### src/rtl/axis_packet_classifier.sv
// AXI-Stream register slice that classifies each packet from its head beat
// (IPv4 source address / TCP-UDP destination port block list) and counts packets.
module axis_packet_classifier #(
    parameter int DATA_WIDTH = 512,
    parameter int KEEP_WIDTH = DATA_WIDTH / 8
) (
    input  logic                  clk,
    input  logic                  rst_n,

    input  logic                  s_axis_tvalid,
    input  logic [DATA_WIDTH-1:0] s_axis_tdata,
    input  logic [KEEP_WIDTH-1:0] s_axis_tkeep,
    input  logic                  s_axis_tlast,
    input  logic [15:0]           s_axis_tuser_size,
    input  logic [15:0]           s_axis_tuser_src,
    input  logic [15:0]           s_axis_tuser_dst,
    output logic                  s_axis_tready,

    output logic                  m_axis_tvalid,
    output logic [DATA_WIDTH-1:0] m_axis_tdata,
    output logic [KEEP_WIDTH-1:0] m_axis_tkeep,
    output logic                  m_axis_tlast,
    output logic [15:0]           m_axis_tuser_size,
    output logic [15:0]           m_axis_tuser_src,
    output logic [15:0]           m_axis_tuser_dst,
    input  logic                  m_axis_tready,

    output logic                  decision_valid,
    output logic                  decision_allow,

    input  logic                  cfg_enable,
    input  logic [31:0]           cfg_block_ip,
    input  logic [15:0]           cfg_block_port,

    output logic [31:0]           cnt_pkts,
    output logic [31:0]           cnt_blocked
);

    typedef enum logic {
        ST_HEAD,
        ST_BODY
    } state_t;

    state_t      state;
    logic        capture;
    logic        is_head;
    logic        block;
    logic [15:0] ethertype;
    logic [3:0]  ihl;
    logic [7:0]  protocol;
    logic [31:0] src_ip;
    logic [15:0] dst_port;

    assign s_axis_tready = !m_axis_tvalid || m_axis_tready;
    assign capture       = s_axis_tvalid && s_axis_tready;
    assign is_head       = (state == ST_HEAD);

    // Byte n sits at tdata[8n +: 8]; header fields are big-endian across bytes.
    assign ethertype = {s_axis_tdata[8*12 +: 8], s_axis_tdata[8*13 +: 8]};
    assign ihl       = s_axis_tdata[8*14 +: 4];
    assign protocol  = s_axis_tdata[8*23 +: 8];
    assign src_ip    = {s_axis_tdata[8*26 +: 8], s_axis_tdata[8*27 +: 8],
                        s_axis_tdata[8*28 +: 8], s_axis_tdata[8*29 +: 8]};
    assign dst_port  = {s_axis_tdata[8*36 +: 8], s_axis_tdata[8*37 +: 8]};

    always_comb begin
        block = 1'b0;
        if (cfg_enable && ethertype == 16'h0800) begin
            if (src_ip == cfg_block_ip)
                block = 1'b1;
            else if (cfg_block_port != 16'd0 && ihl == 4'd5 &&
                     (protocol == 8'd6 || protocol == 8'd17) &&
                     dst_port == cfg_block_port)
                block = 1'b1;
        end
    end

    always_ff @(posedge clk or negedge rst_n) begin
        if (!rst_n) begin
            state             <= ST_HEAD;
            m_axis_tvalid     <= 1'b0;
            m_axis_tdata      <= '0;
            m_axis_tkeep      <= '0;
            m_axis_tlast      <= 1'b0;
            m_axis_tuser_size <= '0;
            m_axis_tuser_src  <= '0;
            m_axis_tuser_dst  <= '0;
            decision_valid    <= 1'b0;
            decision_allow    <= 1'b0;
            cnt_pkts          <= '0;
            cnt_blocked       <= '0;
        end else if (capture) begin
            m_axis_tvalid     <= 1'b1;
            m_axis_tdata      <= s_axis_tdata;
            m_axis_tkeep      <= s_axis_tkeep;
            m_axis_tlast      <= s_axis_tlast;
            m_axis_tuser_size <= s_axis_tuser_size;
            m_axis_tuser_src  <= s_axis_tuser_src;
            m_axis_tuser_dst  <= s_axis_tuser_dst;
            decision_valid    <= is_head;
            state             <= s_axis_tlast ? ST_HEAD : ST_BODY;
            // Decision is frozen with the head beat; body beats leave it untouched.
            if (is_head) begin
                decision_allow <= !block;
                cnt_pkts       <= cnt_pkts + 32'd1;
                if (block)
                    cnt_blocked <= cnt_blocked + 32'd1;
            end
        end else if (m_axis_tready) begin
            m_axis_tvalid  <= 1'b0;
            decision_valid <= 1'b0;
        end
    end

endmodule

### config.mk
export PLATFORM = sky130hd
export DESIGN_NAME = axis_packet_classifier
export DESIGN_NICKNAME = d
export VERILOG_FILES = /design/src/rtl/axis_packet_classifier.sv
export SDC_FILE = /design/constraint.sdc
export NUM_CORES = 1
export LEC_CHECK = 0
export BUFFER_PORTS_ARGS = -buffer_cell sky130_fd_sc_hd__buf_2
export CAP_MARGIN = 10
export CORE_AREA = 2 2 530 532
export DETAILED_ROUTE_END_ITERATION = 16
export DIE_AREA = 0 0 532 534
export MAX_ROUTING_LAYER = met4
export PLACE_DENSITY = 0.3
export SYNTH_ARGS = -nofsm -noshare
export SYNTH_HDL_FRONTEND = slang
export SYNTH_SLANG_ARGS = --single-unit
export TNS_END_PERCENT = 20
### constraint.sdc
create_clock -name clk -period 5.3 [get_ports clk]
set_clock_uncertainty 0.1 [all_clocks]
set_input_delay 0.53 -clock clk [delete_from_list [all_inputs] [get_ports clk]]
set_output_delay 0.53 -clock clk [all_outputs]
set_load 0.05 [all_outputs]
==> summary.md <==
| Metric | Value |
|---|---|
| Outcome | finished, final reports clean |
| EDFF count, synth | 0 |
| First-pass GRT wire length | 265.3 mm |
| P&R area growth vs syn | 78.68% |
| # DRC | 0 |
| Compound-gate portion of the synthesized area | 0.001714 |
| Drt first pass iters | 5 |
| Worst setup margin | 2.173 ns |
| Setup violators final | 0 |
| Post-CTS setup buffers | 0 |
| Die width | 532 um |
| Worst path max stage delay | 0.84 ns |
| Initial Utilization | 0.09700 |
| Maximum achievable frequency | 319.7 MHz |
| Routability congestion estimate from global placement | 0.9113 |
| Setup TNS | 0 ns |
| DRT antenna net count | 0 |
| Flops & latches, synth | 693 |
| Post-synth top cells | nand2_1 (1899), dfrtp_1 (693), clkbuf_1 (128) |
| Largest net degree at the start of global routing | 139 |
| DR vias | 28582 |
| Fillers | 31673 |
| CTS tree | done |
| Count leader, synth | nand2_1 |
| Post-Synth Simple-Gate Area | 0.2972 |
| CP Class | in -> reg |
| Syn nets | 3670 |
| Pre-CTS setup slack | 1.833 ns |
| Power Density | 386.7 nW/um^2 |
| # nets final | 5664 |
| Synth Cell Area | 27010 um^2 |
| Hold Path Class | in -> reg |
| Core ar. | 278400 um^2 |
| Port Buffer Count | 1370 |
| Final Hold Viols | 0 |
| DPL Wire Length | 159.6 mm |
| Top Ports | 1371 |
| Initial antenna violation count | 138 |
| Critical path launch point type | primary input |
| VDD IR max | 258.7 uV |
| FFs w/ async S/R, synth | 1.000 |
| Max-slew headroom | 0.2972 |
| Chip height | 534 um |
| H-tree levels | 3 |
| Arr. time, crit path | 3.68 ns |
| Top cells by area, synth | dfrtp_1 (64%), nand2_1 (26%), xnor2_1 (2.9%) |
| Routed WL per cell | 22.12 um |
| Final worst path period need | 3.127 ns |
| Fin. max-slew vios | 0 |
| Final global-route overflow total | 0 |
| Clock Sink Count | 693 |
| Synth Area in Adders | 0.0009266 |
| XOR/XNOR share of the synthesized area | 0.03567 |
| CTS root buffer | clkbuf_16 |
| Largest family of logic cells by synthesized area | simple AND/OR/NAND/NOR gates |
| Worst-Margin Slew | 1.040 ns |
| Crit-path slowest cell | nor4b_1 |
| CP bufs+invs | 2 |
| Skew-Pair Late Insertion Delay | 0.80 ns |
| RSZ-0062 raised after global routing | false |
| Row cnt | 194 |
| CP required | 5.86 ns |
| Leakage Power | 24.85 nW |
| CP top delay family | simple AND/OR/NAND/NOR gates |
| Vias in the first global route | 30237 |
| Post-synthesis cell count | 2990 |
| CTS buffer count | 101 |
| CP max FO | 6 |
| GR Util All Layers | 0.1382 |
| Syn Area/Cell | 9.032 um^2 |
| Layout cells sized above 1 | 0.3149 |
| Worst setup EP type | flop |
| Clock buffer depth | 4 |
| Reg clk slew, reported paths | 0.06 ns |
| Crit share post-route | 0.5901 |
| Crit-path cells | dlygate4sd3_1 > buf_2 > nor4b_1 > nand2_1 > nor3_2 > and2_0 > nand4_1 > xnor2_1 |
| Vias per cell | 3.227 |
| Mux share of post-synthesis cell area | 0.0008340 |
| Sequential fraction of the synthesis area | 0.6421 |
| Unique cell type count in the Yosys netlist | 45 |
| Top cell type by total area after synthesis | dfrtp_1 |
| Synth top area share | 0.6421 |
| Ys flop type | dfrtp_1 |
| Max Cap Violations | 0 |
| DR iter-0 viols | 1389 |
| Synthesis Warnings | 0 |
| Total Wirelength | 195.9 mm |
| Die area | 284100 um^2 |
sequential cells by signal, indices dropped and copies added, names as in the netlist:
signal and cells:
cnt_blocked 32, cnt_pkts 32, decision_allow 1, decision_valid 1, m_axis_tdata 512, m_axis_tkeep 64, m_axis_tlast 1, m_axis_tuser_dst 16
m_axis_tuser_size 16, m_axis_tuser_src 16, m_axis_tvalid 1, state 1
area by class of cell:
class	count	area (um^2)	area share
Antenna cell	73	182.7	0.003786
Timing Repair Buffer	2036	13580	0.2815
Sequential cell	693	17340	0.3594
Clock inverter	30	407.9	0.008453
Inverter	5	18.77	0.0003889
Tap cell	3724	4659	0.09656
Multi-Input combinational cell	2147	9128	0.1892
Clock buffer	148	2934	0.06080
repair_timing:
| action | CTS | global route |
|---|---|---|
| hold buffers | 621 | 0 |
| endpoints found under the hold margin | 658 | 0 |
| resized for setup | 0 | 0 |
worst paths after layout:
path,from,endpoint,slack [ns],cells after the start
max,s_axis_tdata[97],cnt_blocked[11],2.17,8
min,s_axis_tdata[96],m_axis_tdata[96],0.05,3
max reg2reg,m_axis_tvalid,cnt_blocked[26],2.62,7
min reg2reg,m_axis_tdata[233],m_axis_tdata[233],0.37,2
max in group asynchronous,rst_n,m_axis_tdata[64],3.55,3
min in group asynchronous,rst_n,m_axis_tuser_size[7],0.29,2
layout by cell type (no fill, tap or decap), types with 3 or more instances in the layout:
master / instances
nand2_1: 1898
buf_2: 1369
dfrtp_1: 693
dlygate4sd3_1: 621
clkbuf_16: 101
xnor2_1: 90
diode_2: 73
nand4_1: 42
buf_4: 32
clkbuf_1: 24
clkbuf_8: 23
xor2_1: 20
and3_1: 13
clkinv_2: 13
buf_12: 13
nor2_1: 11
nor4_1: 11
nand3_1: 9
bufinv_16: 7
inv_1: 5
and4_1: 5
clkinvlp_4: 5
nor3_2: 4
nand4b_1: 4
nor2_4: 3
nor4bb_1: 3
metal layers:
metal	global-route usage	wire (um)	vias to the layer above
met2	0.2172	89410	1266
li1	-	-	13270
met4	0.02025	2894	0
met3	0.05416	20330	181
met5	-	0	-
met1	0.1698	83210	13865
cells by family (layout without fill, tap and decap cells):
| logic type | after synthesis | after routing |
|---|---|---|
| adder cells (fa/ha/maj) | 2 | 2 |
| multiplexers | 2 | 2 |
| other | 0 | 73 |
| flip-flops | 693 | 693 |
| XOR/XNOR | 110 | 110 |
| buffers and inverters | 150 | 2219 |
| AO/OA/AOI/OAI | 6 | 6 |
| AND/OR/NAND/NOR | 2027 | 2027 |
where the power goes:
part | switching, mW | internal (mW)
registers | 0.390 | 5.94
logic | 4.10 | 1.26
clock network | 2.80 | 4.17
total | 7.29 | 11.4
tightest hold or removal path, cell delays in order:
cell and delay (ns):
buf_2 0.17, nand2_1 0.11, nand2_1 0.06
per-stage QoR:
step | util | power (mW) | instances | hold WS, ns | cell area (um^2)
finish | 0.1733 | 18.66 | 8856 | 0.05297 | 48260
global route | 0.1732 | 19.66 | 8837 | 0.01975 | 48210
CTS | 0.1727 | 19.16 | 8783 | 0.001851 | 48070
detailed placement | 0.1383 | 11.46 | 7984 | 0.3565 | 38510
floorplan | - | 9.409 | 2990 | 0.1344 | 27010
global placement | 0.1383 | 11.46 | 7984 | 0.3542 | 38510
(Power assumes the default switching activity.)
